File: config.mk
export PLATFORM = sky130hd
export DESIGN_NAME = fifo_wr_arb
export DESIGN_NICKNAME = d
export VERILOG_FILES = /design/src/rtl/fifo_wr_arb_pkg.sv /design/src/rtl/fifo_wr_arb_rr_pick.sv /design/src/rtl/fifo_wr_arb.sv
export SDC_FILE = /design/constraint.sdc
export NUM_CORES = 1
export LEC_CHECK = 0
export ABC_AREA = 0
export CAP_MARGIN = 10
export CORE_MARGIN = 8
export CORE_UTILIZATION = 35
export CTS_CLUSTER_SIZE = 24
export DETAILED_ROUTE_END_ITERATION = 16
export DONT_BUFFER_PORTS = 1
export PLACE_DENSITY = 0.52
export SYNTH_ARGS = -nofsm -noshare
export SYNTH_HDL_FRONTEND = slang
export SYNTH_SLANG_ARGS = --single-unit
File: constraint.sdc
create_clock -name clk -period 3.5 [get_ports clk]
set_input_delay 0.7 -clock clk [delete_from_list [all_inputs] [get_ports clk]]
set_output_delay 0.7 -clock clk [all_outputs]
set_load 0.005 [all_outputs]
File: src/rtl/fifo_wr_arb_pkg.sv
// Shared types for the FIFO write-port arbiter.
// Provides the arbiter state encoding and index-width helper.
package fifo_arb_pkg;

  typedef enum logic {
    ARB_IDLE,
    ARB_GRANT
  } arb_state_e;

  localparam int BC_W = 5;

  function automatic int gid_w(input int n);
    return (n > 1) ? $clog2(n) : 1;
  endfunction

endpackage

File: src/rtl/fifo_wr_arb_rr_pick.sv
// Combinational round-robin picker.
// Searches from last+1 upward (mod N_REQ) for the first request.
module rr_pick
  import fifo_arb_pkg::*;
#(
  parameter int N_REQ = 4,
  parameter int GW    = gid_w(N_REQ)
) (
  input  logic [N_REQ-1:0] req,
  input  logic [GW-1:0]    last,
  output logic [GW-1:0]    win,
  output logic             any
);

  // Walk farthest-to-nearest so the nearest hit overrides.
  always_comb begin
    logic [GW-1:0] idx;
    idx = '0;
    win = '0;
    any = 1'b0;
    for (int k = N_REQ; k >= 1; k--) begin
      idx = GW'((int'(last) + k) % N_REQ);
      if (req[idx]) begin
        win = idx;
        any = 1'b1;
      end
    end
  end

endmodule

File: src/rtl/fifo_wr_arb.sv
// Round-robin write arbiter in front of sync_fifo.
// Bounded bursts, registered write port, in-flight space check.
module fifo_wr_arb
  import fifo_arb_pkg::*;
#(
  parameter int N_REQ     = 4,
  parameter int F_WIDTH   = 32,
  parameter int P_N       = 4,
  parameter int MAX_BURST = 4
) (
  input  logic                     clk,
  input  logic                     rst_n,
  input  logic                     enable,
  input  logic [N_REQ-1:0]         req_valid,
  input  logic [N_REQ*F_WIDTH-1:0] req_data,
  output logic [N_REQ-1:0]         req_ready,
  output logic                     wr_en,
  output logic [F_WIDTH-1:0]       wr_data,
  input  logic                     full,
  input  logic [P_N:0]             room_avail,
  output logic                     grant_vld,
  output logic [gid_w(N_REQ)-1:0]  grant_id
);

  localparam int GW = gid_w(N_REQ);

  arb_state_e          state;
  arb_state_e          state_nx;
  logic [GW-1:0]       last_grant;
  logic [BC_W-1:0]     burst_cnt;
  logic [GW-1:0]       win;
  logic                any;
  logic                has_space;
  logic                cur_valid;
  logic                xfer;
  logic                burst_end;
  logic                start;
  logic                leave;
  logic [F_WIDTH-1:0]  words [N_REQ];

  for (genvar g = 0; g < N_REQ; g++) begin : g_words
    assign words[g] = req_data[g*F_WIDTH +: F_WIDTH];
  end

  rr_pick #(
    .N_REQ (N_REQ),
    .GW    (GW)
  ) u_pick (
    .req  (req_valid),
    .last (last_grant),
    .win  (win),
    .any  (any)
  );

  // A registered write is not yet counted in room_avail.
  assign has_space = !full &&
    (room_avail > {{P_N{1'b0}}, wr_en});

  assign grant_vld = (state == ARB_GRANT);
  assign cur_valid = req_valid[grant_id];
  assign xfer      = grant_vld && cur_valid && has_space;
  assign burst_end = (burst_cnt == BC_W'(MAX_BURST - 1));

  always_comb begin
    req_ready = '0;
    if (grant_vld && has_space)
      req_ready[grant_id] = 1'b1;
  end

  always_comb begin
    state_nx = state;
    unique case (state)
      ARB_IDLE: begin
        if (enable && any)
          state_nx = ARB_GRANT;
      end
      ARB_GRANT: begin
        if (!cur_valid || (xfer && burst_end))
          state_nx = ARB_IDLE;
      end
      default: state_nx = ARB_IDLE;
    endcase
  end

  assign start = (state == ARB_IDLE) &&
                 (state_nx == ARB_GRANT);
  assign leave = (state == ARB_GRANT) &&
                 (state_nx == ARB_IDLE);

  always_ff @(posedge clk or negedge rst_n) begin
    if (!rst_n) begin
      state      <= ARB_IDLE;
      grant_id   <= '0;
      burst_cnt  <= '0;
      last_grant <= GW'(N_REQ - 1);
    end else begin
      state <= state_nx;
      if (start) begin
        grant_id  <= win;
        burst_cnt <= '0;
      end else if (xfer) begin
        burst_cnt <= burst_cnt + 1'b1;
      end
      if (leave)
        last_grant <= grant_id;
    end
  end

  always_ff @(posedge clk or negedge rst_n) begin
    if (!rst_n) begin
      wr_en   <= 1'b0;
      wr_data <= '0;
    end else begin
      wr_en <= xfer;
      if (xfer)
        wr_data <= words[grant_id];
    end
  end

endmodule

==> flow_summary.json, run 1 <==
{
  "avgSynthCellArea_um2": 15.8,
  "port_buffers": 0,
  "postCtsSetupBuffers": 0,
  "numClockSinks": 43,
  "clkPwrFrac_pct": 15.3,
  "grt_util_met3_pct": 9.17,
  "grt_overflow_total": 0,
  "combPwrFrac_pct": 44.7,
  "boundaryPins": 181,
  "yosys-top-cells-area": "dfrtp_1 38%, mux4_2 28%, mux2_4 16%",
  "ff2ff_setup_slack_ns": 1.11,
  "drc_errors": 0,
  "antenna_found_initial": 1,
  "p_sw_share_pct": 33.8,
  "critPathArrivalTime_ns": 1.92,
  "cts_resized": 0,
  "setup_tns_ns": 0,
  "clock_latency_ns": 0.29,
  "hold_violations": 0,
  "fin_nets": 312,
  "die_area_um2": 10800,
  "p_switching_mw": 0.846,
  "cts.path.max_buffers": 2,
  "drv_slew": 0,
  "pre_cts_slack_ns": 1.04,
  "period_minus_slack_ns": 2.62,
  "cts_inserted_buffers": 5,
  "rsz0062_at_grt": "false",
  "grt_pass1_vias": 2080,
  "die_x_um": 104,
  "timing.final.crit_share_pct": 74.9,
  "wl_per_cell_um": 28.9,
  "chipHeight_um": 104,
  "worstPathRequired_ns": 2.80,
  "first_pass_iters": 4,
  "cts.clk_slew.worst_paths_ns": 0.09,
  "finalClockSkew_ns": 0.0108,
  "seq_power_share_pct": 40.0,
  "holdBufCountCts": 0,
  "syn_to_final_growth_pct": 6.63,
  "fmax_ghz": 0.381,
  "critPathLaunchType": "flip-flop",
  "synth_area_leader_cell": "dfrtp_1",
  "ys_ff_latch": 43,
  "vias_per_cell": 6.15,
  "rows": 32,
  "use_met2_pct": 22.3,
  "powerDensity_nw_per_um2": 868,
  "synth_seq_area_share_pct": 40.0,
  "cts-root-buf": "clkbuf_8",
  "grtUsageTotal_pct": 14.3,
  "whs_ns": 0.0941,
  "peakVddDrop_mv": 0.367,
  "cts_tree": "done",
  "synth.yosys.warnings": 0,
  "critPathCaptureType": "output port",
  "syn_inst": 171,
  "place_hpwl_um": 6250,
  "tightest_slew_ns": 0.747,
  "ant_nets": 0,
  "drtIter0Drc": 53,
  "slew-limit-headroom_pct": 50.2,
  "core-area_um2": 7610,
  "cp_max_fo": 23,
  "intPower_mw": 1.65,
  "syn-num-nets": 314,
  "drt-total-wl_um": 7890,
  "setup_slack_ns": 0.877,
  "crit_type": "flip-flop to output port",
  "grt_pass1_wl_um": 12300,
  "place.gp.congestion": 0.742,
  "p_leak_nw": 1.13,
  "cap_violations": 0,
  "dr_total_vias": 1680,
  "drive_above_1_share_pct": 46.5,
  "syn-cell-area_um2": 2700,
  "status": "complete, no violations",
  "yosys.area.top_type_share_pct": 38.0,
  "setup_violations": 0,
  "h-tree-depth": 2,
  "synth_cell_types": 33,
  "grtUsageMet1_pct": 15.1,
  "grt.busiest_layer": "met2",
  "grt_max_degree": 44,
  "initial_core_util_pct": 35.5,
  "hold_class": "input pin to async pin"
}
[synthesized netlist by cell type (all sizes together)]
library cell,number
o21ai,6
buf,7
a2111oi,1
inv,7
o211ai,4
o22a,1
a21oi,2
or3,1
a21boi,1
dfstp,2
nand2b,2
o22ai,1
nor2b,1
ha,2
nand3,5
mux4,33
clkbuf,4
nor3,2
mux2,32
a32o,2
o31ai,2
dfrtp,41
nand2,3
a211oi,1
o221ai,2
or4,3
nor2,3
[layout make-up]
class                   instances  area (um2)
diodes                          1        2.50
repair buffers                  2        15.0
clock inverters                 1        30.0
flip-flops and latches         43        1080
well taps                     102         128
fillers                       730        4730
inverters                       7        28.8
multi-input cells             110        1520
clock buffers                   7        76.3
[cell usage in the layout, fill, tap and decap left out, drive strengths merged]
cell      n
dfrtp    41
mux4     33
mux2     32
inv       7
clkbuf    7
o21ai     6
nand3     5
o211ai    4
nor2      3
nand2     3
or4       3
nor3      2
nand2b    2
o221ai    2
a32o      2
o31ai     2
a21oi     2
ha        2
dfstp     2
buf       2
diode     1
nor2b     1
o22a      1
o22ai     1
a211oi    1
a2111oi   1
or3       1
a21boi    1
bufinv    1
[power groups by stage]
stage	registers, mW	clock network [mW]	logic [mW]
CTS	1.01	0.404	1.13
detailed placement	1.01	0	1.12
global route	1.04	0.425	1.21
global placement	1.00	0	1.07
floorplan	0.891	0	1.04
finish	0.999	0.384	1.12
[flip-flops by register name (all words and copies together), names as in the netlist]
name / count
wr_data: 32
burst_cnt: 5
grant_id: 2
last_grant: 2
grant_vld: 1
wr_en: 1
[metrics by stage]
step / area (um2) / util [%] / std cells / power (mW)
after CTS: 2880 / 37.8 / 272 / 2.54
after floorplan: 2700 / - / 171 / 1.93
after global routing: 2880 / 37.8 / 273 / 2.67
final: 2880 / 37.8 / 273 / 2.50
after global placement: 2770 / 36.4 / 264 / 2.07
after detailed placement: 2770 / 36.4 / 264 / 2.14
[critical path, cell delays in order, from the launching register on]
cell      delay (ns)
dfrtp_1         0.83
buf_4           0.43
o211ai_1        0.19
nor2_1          0.18
[worst paths after layout]
check / to / cells after the start / startpoint
worst max-delay path: req_ready[2] / 3 / grant_id[1]
worst min register to register: burst_cnt[4] / 1 / burst_cnt[4]
worst max register to register: wr_data[26] / 4 / grant_id[1]
min in group clk: burst_cnt[4] / 1 / burst_cnt[4]
worst min-delay path: wr_data[9] / 0 / rst_n
max in group asynchronous: last_grant[0] / 0 / rst_n
[cells by family after synthesis]
| group | after synthesis | share of synthesized area, % |
|---|---|---|
| AND/OR/NAND/NOR | 20 | 4.03 |
| adder cells (fa/ha/maj) | 2 | 0.927 |
| flip-flops | 43 | 40.0 |
| multiplexers | 65 | 44.8 |
| AO/OA/AOI/OAI | 23 | 6.49 |
| buffers and inverters | 18 | 3.80 |
[metal layers]
metal,share of wire [%],up-vias
li1,-,687
met4,2.0,0
met1,37,839
met5,0,-
met3,14,12
met2,47,142
(Power assumes the default switching activity.)
==> run 2, diff against run 1 <==
--- a/config.mk
+++ b/config.mk
@@ -12,7 +12,7 @@
 export CTS_CLUSTER_SIZE = 24
 export DETAILED_ROUTE_END_ITERATION = 16
 export DONT_BUFFER_PORTS = 1
-export PLACE_DENSITY = 0.52
+export PLACE_DENSITY = 0.54
 export SYNTH_ARGS = -nofsm -noshare
 export SYNTH_HDL_FRONTEND = slang
 export SYNTH_SLANG_ARGS = --single-unit
==> constraint.sdc (replaced) <==
create_clock -name clk -period 2.2 [get_ports clk]
set_input_delay 0.44 -clock clk [delete_from_list [all_inputs] [get_ports clk]]
set_output_delay 0.44 -clock clk [all_outputs]
set_load 0.005 [all_outputs]
==> run 2 against run 1 <==
Worst hold slack better by 0.33 ns; clock power is 63% higher; global-route usage up 0.41 points; sequential power increased by 54%; final area is 2.1% higher; combinational power up 67%; via count up 2.4%; flip-flop and latch count unchanged; clock skew is 0.0018 ns lower; largest cell class unchanged; highest routed layer unchanged.
==> flow_summary.json, run 2 (same netlist as run 1, synthesis figures left out) <==
{
  "worstPathRequired_ns": 1.76,
  "crit_type": "flip-flop to output port",
  "critPathLaunchType": "flip-flop",
  "chipHeight_um": 104,
  "final_cell_count_no_fill": 276,
  "powerDensity_nw_per_um2": 1370,
  "cp_max_fo": 4,
  "fmax_ghz": 0.483,
  "place.gp.congestion": 0.715,
  "rows": 32,
  "grt_pass1_wl_um": 12500,
  "critPathCaptureType": "output port",
  "cts.clk_slew.worst_paths_ns": 0.09,
  "worstHoldStart": "req_valid[3]",
  "setup_violations": 0,
  "r2r_end": "wr_data[27]",
  "boundaryPins": 181,
  "drive_above_1_share_pct": 49.4,
  "hold_depth": 2,
  "vias_per_cell": 6.24,
  "cts.path.max_buffers": 2,
  "grtUsageTotal_pct": 14.7,
  "final_common_cell": "dfrtp_1",
  "regMostFlops": "wr_data",
  "timing.final.crit_share_pct": 94.1,
  "ff2ff_setup_slack_ns": 0.21,
  "reg_top3": "wr_data: 32 flops, burst_cnt: 5 flops",
  "largest_register_ffs": 32,
  "slew-limit-headroom_pct": 61.5,
  "cts_inserted_buffers": 5,
  "worstRegToRegCells": 5,
  "fin_nets": 316,
  "ant_nets": 0,
  "critPathArrivalTime_ns": 1.63,
  "grt_max_degree": 44,
  "dr_total_vias": 1721,
  "final_cell_mix": "40 x dfrtp_1, 33 x mux4_2, 28 x mux2_4",
  "drt-total-wl_um": 8100,
  "r2r_start": "wr_en",
  "syn_to_final_growth_pct": 8.90,
  "clock_latency_ns": 0.29,
  "cts-root-buf": "clkbuf_8",
  "cts_tree": "done",
  "peakVddDrop_mv": 0.674,
  "hold_end": "grant_id[1]",
  "hold_class": "input pin to flip-flop",
  "fillerInstances": 713,
  "drv_slew": 0,
  "tightest_slew_ns": 0.578,
  "finalClockSkew_ns": 0.00906,
  "cap_violations": 0,
  "setup_tns_ns": 0,
  "first_pass_iters": 5,
  "period_minus_slack_ns": 2.07,
  "place_inst": 266,
  "n_antenna_cell": 0,
  "rsz0062_at_grt": "false",
  "p_leak_nw": 1.16,
  "die_x_um": 104,
  "hold_violations": 0,
  "port_buffers": 0,
  "wl_per_cell_um": 29.3,
  "initial_core_util_pct": 35.5,
  "drc_errors": 0,
  "core-area_um2": 7610,
  "h-tree-depth": 2,
  "status": "complete, no violations",
  "numClockSinks": 43,
  "grt_pass1_vias": 2033,
  "drtIter0Drc": 65,
  "place_hpwl_um": 6450,
  "die_area_um2": 10800,
  "antenna_found_initial": 0,
  "grt_overflow_total": 0
}
==> run 2: power breakdown <==
group / internal, mW / switching [mW]
registers: 1.18 / 0.361
logic: 1.14 / 0.737
clock network: 0.338 / 0.286
==> run 2: per-layer routing <==
layer  track usage (%)  up-vias  wire, um
li1                  -      692         -
met1              15.8      866      2890
met2              24.7      153      3980
met3              7.81       10      1140
met4              3.83        0        89
met5                 0        -         0
==> run 2: worst max path at each step <==
stage | startpoint | endpoint | cells after the start
final | wr_en | req_ready[0] | 4
after global routing | wr_en | req_ready[0] | 4
after CTS | wr_en | req_ready[1] | 4
after detailed placement | room_avail[0] | wr_data[28] | 6
after global placement | room_avail[0] | wr_data[27] | 6
after floorplan | room_avail[4] | wr_data[0] | 5
==> run 2: per-stage QoR <==
stage	hold WS (ns)	power, mW	cell area, um2	util, %	worst slack (ns)
after detailed placement	0.146	3.42	2780	36.6	0.0853
after floorplan	0.144	3.07	2700	-	0.239
after CTS	0.414	4.10	2940	38.6	0.0530
after global placement	0.146	3.30	2780	36.6	0.171
final	0.429	4.04	2940	38.6	0.130
after global routing	0.457	4.31	2940	38.6	0.0252
==> run 2: timing repair <==
action                                 in CTS  in global routing
pin swaps                                   0                  1
setup endpoints to repair                   2                  2
hold buffers                                2                  0
buffers inserted                            0                  0
resized for setup                           1                  2
endpoints found under the hold margin      43                  0
==> run 2: layout make-up <==
type | count | area (um2) | area share [%]
flip-flops and latches | 43 | 1080 | 36.7
inverters | 7 | 28.8 | 0.979
repair buffers | 6 | 67.6 | 2.30
well taps | 102 | 128 | 4.34
multi-input cells | 110 | 1520 | 51.8
clock inverters | 3 | 43.8 | 1.49
clock buffers | 5 | 68.8 | 2.34
==> run 2: critical path: stages, from the launching register on <==
cell and delay [ns]:
dfrtp_1 0.42, ha_1 0.32, nor2_2 0.18, o21ai_1 0.15, nor3_1 0.27
==> run 3, diff against run 2 <==
--- a/config.mk
+++ b/config.mk
@@ -8,11 +8,11 @@
 export ABC_AREA = 0
 export CAP_MARGIN = 10
 export CORE_MARGIN = 8
-export CORE_UTILIZATION = 35
+export CORE_UTILIZATION = 30
 export CTS_CLUSTER_SIZE = 24
 export DETAILED_ROUTE_END_ITERATION = 16
 export DONT_BUFFER_PORTS = 1
-export PLACE_DENSITY = 0.54
+export PLACE_DENSITY = 0.48
 export SYNTH_ARGS = -nofsm -noshare
 export SYNTH_HDL_FRONTEND = slang
 export SYNTH_SLANG_ARGS = --single-unit
==> run 3 against run 2 <==
Worst hold slack better by 0.051 ns; via count is 2.1% lower; fmax is 0.79% higher; clock skew is 0.0034 ns lower; final area is 0.21% higher; register-to-register slack hardly changed; first-iteration DRC count is 45% higher; combinational power hardly changed; largest cell class unchanged.
==> flow_summary.json, run 3 (same netlist as run 1, synthesis figures left out) <==
{
  "status": "complete, no violations",
  "numClockSinks": 43,
  "cts_inserted_buffers": 5,
  "dr_total_vias": 1684,
  "worstHoldStart": "req_valid[1]",
  "timing.final.crit_share_pct": 93.4,
  "hold_depth": 3,
  "setup_tns_ns": 0,
  "wl_per_cell_um": 28.8,
  "worstRegToRegCells": 5,
  "grt_pass1_vias": 2007,
  "critPathCaptureType": "output port",
  "ff2ff_setup_slack_ns": 0.20,
  "critical_path.cell_chain": "ha_1 > nor2_2 > o21ai_1 > nor3_2",
  "hold_end": "grant_id[1]",
  "fin_nets": 316,
  "cts-root-buf": "clkbuf_8",
  "antenna_found_initial": 2,
  "place.gp.congestion": 0.694,
  "critPathArrivalTime_ns": 1.61,
  "slew-limit-headroom_pct": 60.9,
  "ant_nets": 0,
  "critPathMaxStageDelay_ns": 0.42,
  "clock_latency_ns": 0.29,
  "finalClockSkew_ns": 0.00569,
  "rows": 34,
  "h-tree-depth": 2,
  "setup_slack_ns": 0.146,
  "final_cell_mix": "39 x dfrtp_1, 33 x mux4_2, 28 x mux2_4",
  "reg_top3": "wr_data: 32 flops, burst_cnt: 5 flops",
  "core-area_um2": 8720,
  "r2r_end": "wr_data[27]",
  "p_leak_nw": 1.16,
  "cts.clk_slew.worst_paths_ns": 0.09,
  "largest_register_ffs": 32,
  "first_pass_iters": 4,
  "pre_cts_slack_ns": 0.0688,
  "r2r_start": "wr_en",
  "drc_errors": 0,
  "hold_violations": 0,
  "drive_above_1_share_pct": 50.0,
  "syn_to_final_growth_pct": 9.13,
  "cts_tree": "done",
  "tightest_slew_ns": 0.587,
  "postCtsSetupBuffers": 0,
  "grtUsageTotal_pct": 12.7,
  "vias_per_cell": 5.95,
  "powerDensity_nw_per_um2": 1350,
  "period_minus_slack_ns": 2.05,
  "final_common_cell": "dfrtp_1",
  "final_util_pct": 33.8,
  "die_x_um": 111,
  "port_buffers": 0,
  "fmax_ghz": 0.487,
  "regMostFlops": "wr_data",
  "boundaryPins": 181,
  "hold_class": "input pin to flip-flop",
  "setup_violations": 0,
  "die_area_um2": 12300,
  "chipHeight_um": 111,
  "initial_core_util_pct": 30.9,
  "rsz0062_at_grt": "false",
  "cap_violations": 0,
  "grt_overflow_total": 0,
  "place_hpwl_um": 6430,
  "cp_max_fo": 4,
  "drtIter0Drc": 94,
  "worstPathRequired_ns": 1.76,
  "cts.path.max_buffers": 2,
  "cp_slowest_cell": "dfrtp_1",
  "drt-total-wl_um": 8140,
  "peakVddDrop_mv": 0.590,
  "drv_slew": 0,
  "critPathLaunchType": "flip-flop",
  "grt_pass1_wl_um": 12400,
  "grt_max_degree": 44,
  "crit_type": "flip-flop to output port"
}
[run 3: cell type report]
cell class | count | area [um2]
diodes | 1 | 2.50
clock buffers | 8 | 100
fillers | 818 | 5780
inverters | 7 | 28.8
multi-input cells | 110 | 1530
flip-flops and latches | 43 | 1080
well taps | 108 | 135
repair buffers | 6 | 67.6
[run 3: what timing repair did]
action | CTS | global route
gates resized for setup | 0 | 4
setup endpoints to repair | 0 | 2
hold buffers | 2 | 0
hold endpoints to repair | 43 | 0
[run 3: metrics by stage]
step / hold WS, ns / area, um2 / total power [mW] / cells
2_1_floorplan: 0.144 / 2700 / 3.07 / 171
3_3_place_gp: 0.146 / 2790 / 3.31 / 272
3_5_place_dp: 0.146 / 2790 / 3.41 / 272
4_1_cts: 0.467 / 2930 / 4.03 / 282
5_1_grt: 0.463 / 2950 / 4.26 / 283
6_report: 0.480 / 2950 / 3.97 / 283
[run 3: worst max-delay path, delay by kind of cell, from the launching register on]
kind	cells	cell delay (ns)
AOI/OAI and AO/OA	1	0.16
adders and majority gates	1	0.32
DFF	1	0.42
and+or+nand+nor	2	0.43
[run 3: power by group]
part | switching, mW | total, mW | internal, mW
clock | 0.283 | 0.571 | 0.287
sequential | 0.343 | 1.52 | 1.18
combinational | 0.734 | 1.87 | 1.14
total | 1.36 | 3.97 | 2.61
[run 3: worst max path at each step]
stage / startpoint / to / depth (start not counted)
after floorplan: room_avail[4] / wr_data[0] / 5
after detailed placement: room_avail[0] / wr_data[29] / 6
after CTS: wr_en / req_ready[1] / 4
after global routing: wr_en / req_ready[0] / 4
after global placement: room_avail[0] / wr_data[26] / 6
final: wr_en / req_ready[0] / 4
[run 3: per-layer routing]
layer  global-route usage (%)  share of wire, %
met1                     12.7                34
met2                     22.2                51
met3                     7.68                14
met4                     2.16              0.44
met5                        0              0.12
